### src/rtl/instr_loader.sv
// rtl/instr_loader.sv - byte-stream program loader into instruction memory.
// Optional trailing XOR checksum byte enabled by INSTR_LOADER_CHECKSUM_EN.
module instr_loader #(
    parameter int MAX_WORDS = 400
) (
    input  logic        clk,
    input  logic        reset_n,
    input  logic        start,
    input  logic [7:0]  rx_data,
    input  logic        rx_valid,
    output logic        rx_ready,
    output logic [31:0] instr_wAddr,
    output logic [31:0] instr_wData,
    output logic        instr_we,
    output logic        cpu_hold,
    output logic        busy,
    output logic        done,
    output logic        error
);

    typedef enum logic [2:0] {
        S_IDLE  = 3'd0,
        S_LEN   = 3'd1,
        S_DATA  = 3'd2,
        S_WRITE = 3'd3,
`ifdef INSTR_LOADER_CHECKSUM_EN
        S_CHK   = 3'd4,
`endif
        S_DONE  = 3'd5
    } state_t;

`ifdef INSTR_LOADER_CHECKSUM_EN
    localparam state_t S_TAIL = S_CHK;
`else
    localparam state_t S_TAIL = S_DONE;
`endif

    state_t      r_state;
    state_t      w_next;
    logic [1:0]  r_byte_cnt;
    logic [15:0] r_word_cnt;
    logic [15:0] r_len;
    logic [23:0] r_shift;
    logic [31:0] r_waddr;
    logic [31:0] r_wdata;
    logic        r_error;
    logic        r_hold;
`ifdef INSTR_LOADER_CHECKSUM_EN
    logic [7:0]  r_chk;
`endif

    logic        w_rx_ok;
    logic        w_accept;
    logic [15:0] w_len_full;
    logic        w_len_bad;
    logic        w_more;

`ifdef INSTR_LOADER_CHECKSUM_EN
    assign w_rx_ok = (r_state == S_LEN) || (r_state == S_DATA) || (r_state == S_CHK);
`else
    assign w_rx_ok = (r_state == S_LEN) || (r_state == S_DATA);
`endif
    assign w_accept   = rx_valid && w_rx_ok;
    // Length is complete only when its high byte arrives, so judge it from the live byte.
    assign w_len_full = {rx_data, r_len[7:0]};
    assign w_len_bad  = 32'(w_len_full) > 32'(MAX_WORDS);
    assign w_more     = ({1'b0, r_word_cnt} + 17'd1) < {1'b0, r_len};

    assign rx_ready    = w_rx_ok;
    assign instr_wAddr = r_waddr;
    assign instr_wData = r_wdata;
    assign cpu_hold    = r_hold;
    assign error       = r_error;

    always_comb begin
        w_next   = r_state;
        instr_we = 1'b0;
        busy     = 1'b1;
        done     = 1'b0;
        case (r_state)
            S_IDLE: begin
                busy = 1'b0;
                if (start) w_next = S_LEN;
            end
            S_LEN: begin
                if (w_accept && r_byte_cnt == 2'd1) begin
                    if (w_len_full == 16'd0) w_next = S_TAIL;
                    else if (w_len_bad)      w_next = S_IDLE;
                    else                     w_next = S_DATA;
                end
            end
            S_DATA: begin
                if (w_accept && r_byte_cnt == 2'd3) w_next = S_WRITE;
            end
            S_WRITE: begin
                instr_we = 1'b1;
                w_next   = w_more ? S_DATA : S_TAIL;
            end
`ifdef INSTR_LOADER_CHECKSUM_EN
            S_CHK: begin
                if (w_accept) w_next = (rx_data == r_chk) ? S_DONE : S_IDLE;
            end
`endif
            S_DONE: begin
                done   = 1'b1;
                w_next = S_IDLE;
            end
            default: w_next = S_IDLE;
        endcase
    end

    always_ff @(posedge clk) begin
        if (!reset_n) begin
            r_state    <= S_IDLE;
            r_byte_cnt <= 2'd0;
            r_word_cnt <= 16'd0;
            r_len      <= 16'd0;
            r_shift    <= 24'd0;
            r_waddr    <= 32'd0;
            r_wdata    <= 32'd0;
            r_error    <= 1'b0;
            r_hold     <= 1'b1;
`ifdef INSTR_LOADER_CHECKSUM_EN
            r_chk      <= 8'd0;
`endif
        end else begin
            r_state <= w_next;
            case (r_state)
                S_IDLE: begin
                    if (start) begin
                        r_error    <= 1'b0;
                        r_byte_cnt <= 2'd0;
                        r_word_cnt <= 16'd0;
                        r_hold     <= 1'b1;
`ifdef INSTR_LOADER_CHECKSUM_EN
                        r_chk      <= 8'd0;
`endif
                    end
                end
                S_LEN: begin
                    if (w_accept) begin
                        if (r_byte_cnt == 2'd0) begin
                            r_len[7:0] <= rx_data;
                            r_byte_cnt <= 2'd1;
                        end else begin
                            r_len[15:8] <= rx_data;
                            r_byte_cnt  <= 2'd0;
                            if (w_len_bad) r_error <= 1'b1;
                        end
                    end
                end
                S_DATA: begin
                    if (w_accept) begin
                        r_shift    <= {rx_data, r_shift[23:8]};
                        r_byte_cnt <= r_byte_cnt + 2'd1;
`ifdef INSTR_LOADER_CHECKSUM_EN
                        r_chk      <= r_chk ^ rx_data;
`endif
                        if (r_byte_cnt == 2'd3) begin
                            r_wdata <= {rx_data, r_shift};
                            r_waddr <= {14'd0, r_word_cnt, 2'b00};
                        end
                    end
                end
                S_WRITE: r_word_cnt <= r_word_cnt + 16'd1;
`ifdef INSTR_LOADER_CHECKSUM_EN
                S_CHK: begin
                    if (w_accept && rx_data != r_chk) r_error <= 1'b1;
                end
`endif
                S_DONE: r_hold <= 1'b0;
                default: ;
            endcase
        end
    end

endmodule

### config.mk
export PLATFORM = sky130hd
export DESIGN_NAME = instr_loader
export DESIGN_NICKNAME = d
export VERILOG_FILES = /design/src/rtl/instr_loader.sv
export SDC_FILE = /design/constraint.sdc
export NUM_CORES = 1
export LEC_CHECK = 0
export CAP_MARGIN = 20
export CORE_ASPECT_RATIO = 0.9
export CORE_MARGIN = 10
export CORE_UTILIZATION = 45
export CTS_CLUSTER_DIAMETER = 100
export DETAILED_ROUTE_END_ITERATION = 10
export PLACE_DENSITY = 0.7
export SYNTH_ARGS = -nofsm -noshare
export SYNTH_HDL_FRONTEND = slang
export SYNTH_SLANG_ARGS = --single-unit
### constraint.sdc
create_clock -name clk -period 2.5 [get_ports clk]
set_clock_uncertainty 0.05 [all_clocks]
set_input_delay 0.375 -clock clk [delete_from_list [all_inputs] [get_ports clk]]
set_output_delay 0.375 -clock clk [all_outputs]
set_load 0.005 [all_outputs]
# Word level (Yosys, flattened, before mapping)
# Index checks and enable logic that the tools add are counted.
# totals
register_bits,111
in_bits,12
elab_cells,73
# op_classes
eq_ne,13
order_cmp,2
addsub,3
bitwise_logic,1
reduce_logical,20
n_mux,24
# ops
cell,n
$pmux W16 S2,1
$add A16 B1 Y17 const B,1
$lt A17 B16 Y1,1
$add A16 B1 Y16 const B,1
$gt A16 B9 Y1 const B,1
$logic_not A16 Y1,1
$mux W16,1
$mux W3,5
$pmux W3 S4,1
$reduce_and A3 Y1,4
$ne A2 B2 Y1 const B,5
$mux W1,9
$mux W2,4
$eq A3 B2 Y1 const B,2
$pmux W2 S3,1
$reduce_and A2 Y1,3
$reduce_bool A2 Y1,3
$reduce_and A5 Y1,1
$ne A2 B1 Y1 const B,2
$pmux W1 S2,2
$reduce_and A4 Y1,1
$eq A3 B1 Y1 const B,1
$eq A3 B3 Y1 const B,1
$logic_and A1 B1 Y1,3
other kinds (8),8

# Logic depth before layout (Yosys ltp)
# logic_depth
ltp_word,6
depth_mapped,13

# Worst setup path before layout
# No wires, ideal clock.
# synth_timing
kind,reg-to-reg
from,register r_word_cnt[0]
to,register r_state[1]
path_stages_with_launch,13
n_path_buf,1
t_arrival_ps,2604
period_less_slack_ps,2714
path_slack_ps,-214
path_cell_list,dfxtp_1 > ha_1 > and3_1 > buf_4 > nand3_1 > xnor2_1 > ha_1 > and4_1 > and3_1 > nor4b_1 > a211oi_1 > o311ai_1 > and3_1
# synth_via
elab_chain_len,4
# synth_rtl
element,line_no,rtl
from (decl),41,logic [15:0] r_word_cnt;
from (signal assigned),165,S_WRITE: r_word_cnt <= r_word_cnt + 16'd1;
$add A16 B1 Y17,67,"assign w_more = ({1'b0, r_word_cnt} + 17'd1) < {1'b0, r_len};"
$lt A17 B16 Y1,67,
$mux W3,97,w_next = w_more ? S_DATA : S_TAIL;
$pmux W3 S4,80,case (r_state)
to (signal assigned),127,r_state <= w_next;
to (decl),38,state_t r_state;
# Every way passes these cells.
# A chain may end at the register's enable or synchronous reset.

# Final worst setup path
# layout_timing
from,register r_word_cnt[1]
to,register r_state[1]
# The elaborated chain is that of the path after synthesis.

==> run metrics <==
Final Max Tran Viols 0; worst slew pin tran 631 ps; HP Class flip-flop to flip-flop; Initial Util 0.462; Synth Area per Inst 8.34 um^2; Max-slew headroom 0.579; clk buf depth 2; Hold Slack 407 ps; Cell Count, Final, Fillers Out 883; Worst R2R Path Depth 12; Overall Power 3.40 mW; Residual DRC 0; Mapped Area 0.00533 mm^2; commonest non-fill, non-tap cells in the layout nand2_1, dfxtp_1, a21boi_0, clkdlybuf4s50_1, buf_4; DRT iter0 DRCs 324; DRT antenna net count 0; synth warn 0; post-synth cell types 50; diode count 0; Post-synth top flop dfxtp_1; Synth Instances 639; clock root cell clkbuf_16; Post-synth EDFFs 0; simple logic cell fraction of the synthesized area 0.228; unrepaired setup endpoints after global routing yes; critical path arrival 2860 ps; CTS H-tree lvls 3; Die Y 123 um; compound-cell area share of the yosys netlist 0.176; WL/cell 14.9 um; period utilization 1.05; Worst Path Class, Setup flip-flop to flip-flop; Nets 754; initial antenna violation count 0; die width 135 um; largest net degree at the start of global routing 49; mux share of post-synthesis cell area 0.0300; total wire length 13.2 mm; IO Port Bufs 65; critical path fanouts, max 4; DP HPWL 9.61 mm; min Tclk post-route 2610 ps; commonest non-fill, non-tap cell in the layout nand2_1; Max-Cap Viols 0; Worst-Skew Late Latency 350 ps; status complete, but fails checks; All-Layer GR Usage 0.157; XOR/XNOR Fraction of Synth Area 0.0230; Worst-path clk slew 70 ps; Final Hold Fails 0; Worst Path Required 2740 ps; detailed-route vias per instance 5.06; first-pass GRT wire length 21.6 mm; placed insts 865; worst vdd ir 0.360 mV; setup slack at placement -194 ps; violated checks negative setup slack; CP Launch Type flip-flop; final number of setup-violating endpoints 2; crit end category flip-flop; main combinational cell family by area after synthesis simple AND/OR/NAND/NOR gates; I/O Pins 82; GRT Residual Overflow 0; routability cong. 0.895; Post-synth ARST share 0; Reg2Reg Setup Slack -110 ps; CTS tree done; DRT Pass-1 Iters 4; synthesis-to-finish area growth 25.9%; worst setup slack after layout -114 ps; Cell Rows 37; register area share after synthesis 0.417; hold depth 2; clk sinks 111; post-synthesis adder-cell area fraction 0.0446; Max Freq 383 MHz; Pleak 2.48 nW; share of cells above drive strength 1 0.138; quantity of hold-fixing buffers added after cts 0; vias in the first global route 4323; TritonCTS Buffers 9; Core ar. 0.0115 mm^2; die area 0.0166 mm^2; pwr/cell area 507 mW/mm^2; via count 4470; synthesized flop and latch total 111
## final cells by class
class                      instances  area, um^2
multi-input combinational        464        2850
tap                              156         195
sequential                       111        2240
fill                            1013        4820
clock inverter                     5        43.8
timing repair buffer             115        1060
inverter                          22        82.6
clock buffer                      10         239
## synth_stat cells, types with 3 or more instances
master / count / area (um^2)
a21oi_1: 17 / 85.1
nand2_1: 168 / 631
nor3_1: 10 / 50.1
nor2_1: 15 / 56.3
mux2i_1: 16 / 160
ha_1: 19 / 238
a21boi_1: 3 / 22.5
a21boi_0: 74 / 556
a22oi_1: 3 / 22.5
and3_1: 9 / 56.3
buf_2: 13 / 65.1
nand3_1: 16 / 80.1
clkbuf_1: 17 / 63.8
o21ai_0: 13 / 65.1
inv_1: 21 / 78.8
or3_1: 4 / 25.0
dfxtp_1: 111 / 2220
nand4_1: 3 / 18.8
buf_4: 21 / 158
xor2_1: 5 / 43.8
nor2b_1: 25 / 156
xnor2_1: 9 / 78.8
nor4_1: 3 / 18.8
buf_6: 5 / 56.3
o211a_1: 5 / 50.1
## sequential cells by signal, indices dropped and copies added, names as in the netlist
register,flops
cpu_hold,1
error,1
instr_wAddr,16
instr_wData,32
r_byte_cnt,2
r_len,16
r_shift,24
r_state,3
r_word_cnt,16
## per-stage QoR
stage	utilization	TNS [ps]	area, um^2
2_1_floorplan	-	-71.0	5430
3_3_place_gp	0.547	-250	6310
3_5_place_dp	0.547	-448	6310
4_1_cts	0.576	-141	6640
5_1_grt	0.582	-665	6710
6_report	0.582	-143	6710
## worst max-delay path, stage by stage, from the launching register on
cell and delay, ps:
dfxtp_4 370, ha_4 130, and3_4 230, and3_4 210
nand3_4 80, xnor2_2 150, ha_1 320, a21oi_2 150
o21ai_2 80, nor4b_2 260, a211oi_2 130, o311ai_1 220
and3_1 170
## report_power, final
group	total [mW]	internal (mW)	switching, mW
Clock	1.37	0.709	0.661
Combinational	0.239	0.110	0.129
Sequential	1.79	1.78	0.0150
## cells by family (layout without fill, tap and decap cells)
logic type | after synthesis | count (layout)
compound gates | 133 | 133
xor+xnor | 14 | 14
simple gates | 266 | 266
fa+ha+maj | 19 | 19
flops | 111 | 111
mux | 16 | 16
other cells | 1 | 16
buf+inv | 79 | 152
## routing by layer
metal	track usage	vias to the layer above	wire length, um
met4	0.0374	0	99
met3	0.0397	9	738
met2	0.249	82	6190
met1	0.210	2108	6130
met5	0	-	0
li1	-	2271	-
## path summary, 6_finish.rpt
| kind | start | endpoint |
|---|---|---|
| setup / recovery | r_word_cnt[1] | r_state[1] |
| hold / removal | cpu_hold | cpu_hold |
| setup reg to reg | r_word_cnt[1] | r_state[1] |
| hold reg to reg | cpu_hold | cpu_hold |
## timing repair
item | CTS | global route
resized for setup | 8 | 15
setup buffers | 1 | 2
setup endpoints to repair | 4 | 4
pin swaps | 8 | 5
hold endpoints to repair | 0 | 0
(Power assumes the default switching activity.)
